File: src/rtl/seg7_pkg.sv
// seg7_pkg: shared segment type, blank pattern and active-low glyphs (bit6 = a .. bit0 = g)
package seg7_pkg;
  typedef logic [6:0] seg7_t;
  localparam seg7_t SEG_BLANK = 7'b1111111;
  localparam seg7_t SEG_0 = 7'b0000001;
  localparam seg7_t SEG_1 = 7'b1001111;
  localparam seg7_t SEG_2 = 7'b0010010;
  localparam seg7_t SEG_3 = 7'b0000110;
  localparam seg7_t SEG_4 = 7'b1001100;
  localparam seg7_t SEG_5 = 7'b0100100;
  localparam seg7_t SEG_6 = 7'b0100000;
  localparam seg7_t SEG_7 = 7'b0001111;
  localparam seg7_t SEG_8 = 7'b0000000;
  localparam seg7_t SEG_9 = 7'b0000100;
  localparam seg7_t SEG_A = 7'b0001000;
  localparam seg7_t SEG_B = 7'b1100000;
  localparam seg7_t SEG_C = 7'b0110001;
  localparam seg7_t SEG_D = 7'b1000010;
  localparam seg7_t SEG_E = 7'b0110000;
  localparam seg7_t SEG_F = 7'b0111000;
endpackage

File: src/rtl/seg7_digit_decode.sv
// seg7_digit_decode: nibble -> active-low glyph; 10..15 blank unless SEG7_HEX_DIGITS_EN is defined
// ports: nib (4-bit digit in), seg (seg7_t out)
module seg7_digit_decode
  import seg7_pkg::*;
(
  input  logic [3:0] nib,
  output seg7_t      seg
);
  always_comb
    case (nib)
      4'd0: seg = SEG_0;
      4'd1: seg = SEG_1;
      4'd2: seg = SEG_2;
      4'd3: seg = SEG_3;
      4'd4: seg = SEG_4;
      4'd5: seg = SEG_5;
      4'd6: seg = SEG_6;
      4'd7: seg = SEG_7;
      4'd8: seg = SEG_8;
      4'd9: seg = SEG_9;
`ifdef SEG7_HEX_DIGITS_EN
      4'd10: seg = SEG_A;
      4'd11: seg = SEG_B;
      4'd12: seg = SEG_C;
      4'd13: seg = SEG_D;
      4'd14: seg = SEG_E;
      4'd15: seg = SEG_F;
`endif
      default: seg = SEG_BLANK;
    endcase
endmodule

File: src/rtl/seg7_scan_driver.sv
// seg7_scan_driver: double-buffered multiplexed 7-segment scanner with guard blanking (hex glyphs via SEG7_HEX_DIGITS_EN)
// ports: clk, rst (sync, active-high); load/digits_in/dp_in/blank_in capture a word;
// seg_n/dp_n/an drive the display pins; update_pending, frame_start report status
module seg7_scan_driver
  import seg7_pkg::*;
#(
  parameter int NUM_DIGITS       = 4,
  parameter int REFRESH_DIV      = 50000,
  parameter int GUARD_CYCLES     = 2,
  parameter int ANODE_ACTIVE_LOW = 1
) (
  input  logic                    clk,
  input  logic                    rst,
  input  logic                    load,
  input  logic [4*NUM_DIGITS-1:0] digits_in,
  input  logic [NUM_DIGITS-1:0]   dp_in,
  input  logic [NUM_DIGITS-1:0]   blank_in,
  output seg7_t                   seg_n,
  output logic                    dp_n,
  output logic [NUM_DIGITS-1:0]   an,
  output logic                    update_pending,
  output logic                    frame_start
);
  localparam int PW = $clog2(REFRESH_DIV + 1);
  localparam int SW = NUM_DIGITS > 1 ? $clog2(NUM_DIGITS) : 1;
  localparam int WW = 6 * NUM_DIGITS;
  localparam logic [NUM_DIGITS-1:0] AN_OFF = {NUM_DIGITS{ANODE_ACTIVE_LOW != 0}};
  // word layout: {blank, dp, digits}
  logic [WW-1:0] word_in, disp_q, disp_d, pend_q, pend_d;
  logic [PW-1:0] presc_q, presc_d;
  logic [SW-1:0] sel_q, sel_d;
  logic upd_q, upd_d, fs_q, fs_d, dp_q, dp_d, tick, boundary, guard, blank;
  logic [NUM_DIGITS-1:0] an_q, an_d;
  logic [3:0] nib;
  seg7_t seg_q, seg_d, glyph;
  seg7_digit_decode u_dec (.nib(nib), .seg(glyph));
  always_comb begin
    word_in  = {blank_in, dp_in, digits_in};
    tick     = presc_q == PW'(REFRESH_DIV - 1);
    boundary = tick && sel_q == SW'(NUM_DIGITS - 1);
    presc_d  = tick ? '0 : presc_q + 1'b1;
    sel_d    = !tick ? sel_q : boundary ? '0 : sel_q + 1'b1;
    // a load on the boundary bypasses the pending buffer straight to the display
    disp_d   = !boundary ? disp_q : load ? word_in : upd_q ? pend_q : disp_q;
    pend_d   = load ? word_in : pend_q;
    upd_d    = load ? !boundary : upd_q && !boundary;
    nib      = disp_q[4*sel_q +: 4];
    blank    = disp_q[5*NUM_DIGITS + int'(sel_q)];
    guard    = int'(presc_q) < GUARD_CYCLES;
    // XOR with the idle pattern yields the one-hot enable in either polarity
    an_d     = guard ? AN_OFF : AN_OFF ^ (NUM_DIGITS'(1) << sel_q);
    seg_d    = guard || blank ? SEG_BLANK : glyph;
    dp_d     = guard || blank || !disp_q[4*NUM_DIGITS + int'(sel_q)];
    fs_d     = boundary;
  end
  always_ff @(posedge clk)
    if (rst) begin
      presc_q <= '0;
      sel_q   <= '0;
      disp_q  <= '0;
      pend_q  <= '0;
      upd_q   <= 1'b0;
      fs_q    <= 1'b0;
      seg_q   <= SEG_BLANK;
      dp_q    <= 1'b1;
      an_q    <= AN_OFF;
    end else begin
      presc_q <= presc_d;
      sel_q   <= sel_d;
      disp_q  <= disp_d;
      pend_q  <= pend_d;
      upd_q   <= upd_d;
      fs_q    <= fs_d;
      seg_q   <= seg_d;
      dp_q    <= dp_d;
      an_q    <= an_d;
    end
  assign seg_n          = seg_q;
  assign dp_n           = dp_q;
  assign an             = an_q;
  assign update_pending = upd_q;
  assign frame_start    = fs_q;
endmodule
File: config.mk
export PLATFORM = sky130hd
export DESIGN_NAME = seg7_scan_driver
export DESIGN_NICKNAME = d
export VERILOG_FILES = /design/src/rtl/seg7_pkg.sv /design/src/rtl/seg7_digit_decode.sv /design/src/rtl/seg7_scan_driver.sv
export SDC_FILE = /design/constraint.sdc
export NUM_CORES = 1
export LEC_CHECK = 0
export ABC_AREA = 1
export BUFFER_PORTS_ARGS = -buffer_cell sky130_fd_sc_hd__buf_2
export CAP_MARGIN = 20
export CORE_UTILIZATION = 60
export CTS_CLUSTER_DIAMETER = 150
export DETAILED_ROUTE_END_ITERATION = 8
export GPL_TIMING_DRIVEN = 0
export MAX_ROUTING_LAYER = met4
export PLACE_DENSITY = 0.81
export RECOVER_POWER = 50
export SLEW_MARGIN = 10
export SYNTH_ARGS = -nofsm -noshare
export SYNTH_HDL_FRONTEND = slang
export SYNTH_SLANG_ARGS = --single-unit
File: constraint.sdc
create_clock -name clk -period 4.3 [get_ports clk]
set_input_delay 0 -clock clk [delete_from_list [all_inputs] [get_ports clk]]
set_output_delay 0 -clock clk [all_outputs]
set_load 0.02 [all_outputs]
==> metrics.cfg <==
[outcome]
status = complete, no violations

[worst_setup_path]
path_cells = inv_2 > a21oi_1 > o21ai_0 > nand2_1 > inv_1 > ha_1 > or2_2 > nand3_1 > nand3_1
cp_data_required_time_ns = 4.52
cp_slowest_cell = dfxtp_1
crit_arrival_ns = 2.20
crit_top_cell = nand3_1
critPathKind = register to register
path_max_fanout = 10
r2r_slack_ns = 2.32
slowest_delay_ns = 0.53
r2r_cells = 9
endpoint_kind = register
r2r_start = sel_q[1]
startpoint_type = register
rr_endpoint = seg_n[0]

[grt]
grt_util_all_layers_pct = 27.7
grt_pass1_wl_um = 13400
grt.busiest_layer = met2
grt_max_degree = 14
grt_pass1_vias = 3128
met2_usage_pct = 47.5
gr-total-overflow = 0
use_met1_pct = 31.5
use_met3_pct = 5.17
antenna_found_initial = 0

[route]
drcViolationCount = 0
firstDrtPassIters = 4
drt-total-wl_um = 8120
vias_per_cell = 4.98
num_vias = 3404
drt_iter0_drc = 184
drt-wirelength-per-cell_um = 11.9
ant_nets = 0

[die]
die_x_um = 81
start_util_pct = 62.9
die_h_um = 81
ioPinCount = 41
core_area_mm2 = 0.00596
placementRows = 28
dieArea_mm2 = 0.00656

[clocking]
clk_pin_slew_worst_paths_ns = 0.08
clockBufferDepth = 2
cts_max_level = 3
post_cts_buffers = 0
cts-root-buf = clkbuf_8
cts_made_buffers = 9
cts_sinks = 80
cts_tree = yes
clock_latency_ns = 0.35

[worst_hold_path]
holdPathStages = 5
hp-class = primary input to register
worstHoldStart = digits_in[4]
whs_endpoint = disp_q[4]

[job]
maxCapViolCount = 0

[sta]
rsz0062_at_grt = false
max_freq_mhz = 505
final_hold_viol_count = 0
fin_crit_sh_pct = 46.1
finalCriticalPeriod_ns = 1.98
max_slew.worst_pin.slew_ns = 0.609
maxSlewViolCount = 0
skew_ns = 0.0108
tns_ns = 0
setup_viol = 0
hold_slack_ns = 0.147
relSlewSlack_pct = 59.3

[finish]
fin_area_mm2 = 0.00451
stdcell_count = 684
diodes = 0
drive_gt1_share_pct = 14.8
nets = 642
area_delta_synth_final_pct = 20.4

[power]
p_clk_share_pct = 42.1
p_total_mw = 1.55
p_switching_uw = 351
combPwrFrac_pct = 8.2
p_seq_share_pct = 49.6
ir_drop_uv = 327
p_int_mw = 1.20
p_leak_nw = 2.00
pwr_density_cell_mw_per_mm2 = 345
p_sw_share_pct = 22.6

[place]
placed_cell_area_mm2 = 0.00403
dp_hpwl_um = 5450
dp_cells = 641
port_buffers = 39
place.gp.congestion = 0.880

[synthesis]
synth_cells = 527
synthesis.nets = 565
synthDistinctLibCells = 26
synth_flop_cell = dfxtp_1
yosysWarnings = 0
yosysSeqAreaShare_pct = 42.8
async_flop_share_pct = 0
netlist_area_mm2 = 0.00374
avgSynthCellArea_um2 = 7.11
yosys.area.top_type = dfxtp_1
synth_seq_cells = 80
synth_area_leaders = dfxtp_1 43%, nand2_1 11%, nor2_1 7.3%, inv_1 7.1%, o21ai_0 4.5%
synth_edf_count = 0
synth_common_cells = 108 x nand2_1, 80 x dfxtp_1, 73 x nor2_1, 71 x inv_1, 34 x o21ai_0
synth_most_common_cell = nand2_1
synthDominantCellAreaShare_pct = 42.8

==> metrics by stage <==
stage	setup WS (ns)	utilization, %
2_1_floorplan	2.55	-
3_3_place_gp	2.36	67.7
3_5_place_dp	2.32	67.7
4_1_cts	2.31	76.2
5_1_grt	2.12	75.7
6_report	2.32	75.7
==> layout by cell type, fill, tap and decap left out <==
| master | n |
|---|---|
| a21oi_1 | 17 |
| buf_2 | 28 |
| buf_4 | 2 |
| buf_6 | 5 |
| bufinv_16 | 3 |
| clkbuf_1 | 26 |
| clkbuf_8 | 9 |
| clkinv_1 | 1 |
| clkinv_2 | 2 |
| clkinvlp_4 | 1 |
| dfxtp_1 | 80 |
| dlygate4sd3_1 | 27 |
| ha_1 | 11 |
| inv_1 | 71 |
| inv_2 | 6 |
| nand2_1 | 109 |
| nand2_2 | 4 |
| nand3_1 | 27 |
| nand3b_1 | 1 |
| nand4_1 | 27 |
| nand4_4 | 1 |
| nor2_1 | 74 |
| nor2_2 | 3 |
| nor3_1 | 8 |
| nor3b_1 | 1 |
| o211ai_1 | 1 |
| o21ai_0 | 34 |
| o21ai_2 | 1 |
| or2_2 | 25 |
| xor2_1 | 4 |
==> power groups by stage <==
stage	Sequential (mW)	Clock [mW]	Combinational, mW
after floorplan	0.795	0	0.0627
after global placement	0.787	0	0.103
after detailed placement	0.788	0	0.105
after CTS	0.771	0.659	0.125
after global routing	0.774	0.694	0.142
final	0.772	0.655	0.128
==> flip-flops by register name, indices dropped and copies added (netlist names) <==
name	count
an	4
disp_q	24
dp_n	1
frame_start	1
pend_q	24
presc_q	16
seg_n	7
sel_q	2
update_pending	1
==> critical path: cells and delay by family (launching register included) <==
kind / cells / cell delay, ns
compound gates: 2 / 0.23
simple gates: 4 / 0.63
flops: 1 / 0.53
fa+ha+maj: 1 / 0.20
buf+inv: 2 / 0.28
==> worst max-delay path by stage <==
stage,startpoint,endpoint,slack [ns],cells past startpoint
floorplan,sel_q[0],seg_n[0],2.55,10
finish,sel_q[1],seg_n[0],2.32,9
CTS,sel_q[1],seg_n[0],2.31,9
global route,sel_q[1],seg_n[0],2.12,9
global placement,sel_q[1],seg_n[0],2.36,9
detailed placement,sel_q[1],seg_n[0],2.32,9
==> cells by family after synthesis <==
| logic type | Yosys count | share of synthesized area [%] |
|---|---|---|
| AO/OA/AOI/OAI | 53 | 7.25 |
| flip-flops | 80 | 42.8 |
| AND/OR/NAND/NOR | 280 | 34.1 |
| buffers and inverters | 99 | 11.3 |
| adder cells (fa/ha/maj) | 11 | 3.68 |
| XOR/XNOR | 4 | 0.935 |
==> area by class of cell <==
cell class | instances | area, um2
well taps | 75 | 93.8
multi-input cells | 348 | 1710
flip-flops and latches | 80 | 1600
plain buffers | 21 | 128
repair buffers | 66 | 448
fillers | 482 | 1450
clock inverters | 6 | 108
clock buffers | 10 | 128
inverters | 78 | 293
==> metal layers <==
| metal | routed length (um) | vias to the layer above |
|---|---|---|
| li1 | - | 1808 |
| met1 | 3710 | 1497 |
| met2 | 3950 | 83 |
| met3 | 319 | 16 |
| met4 | 140 | 0 |
| met5 | 0 | - |
==> what timing repair did <==
| item | in CTS | in global routing |
|---|---|---|
| resized for setup | 0 | 0 |
| hold endpoints to repair | 24 | 0 |
| hold buffers | 27 | 0 |
Power figures use the tool's default switching activity.
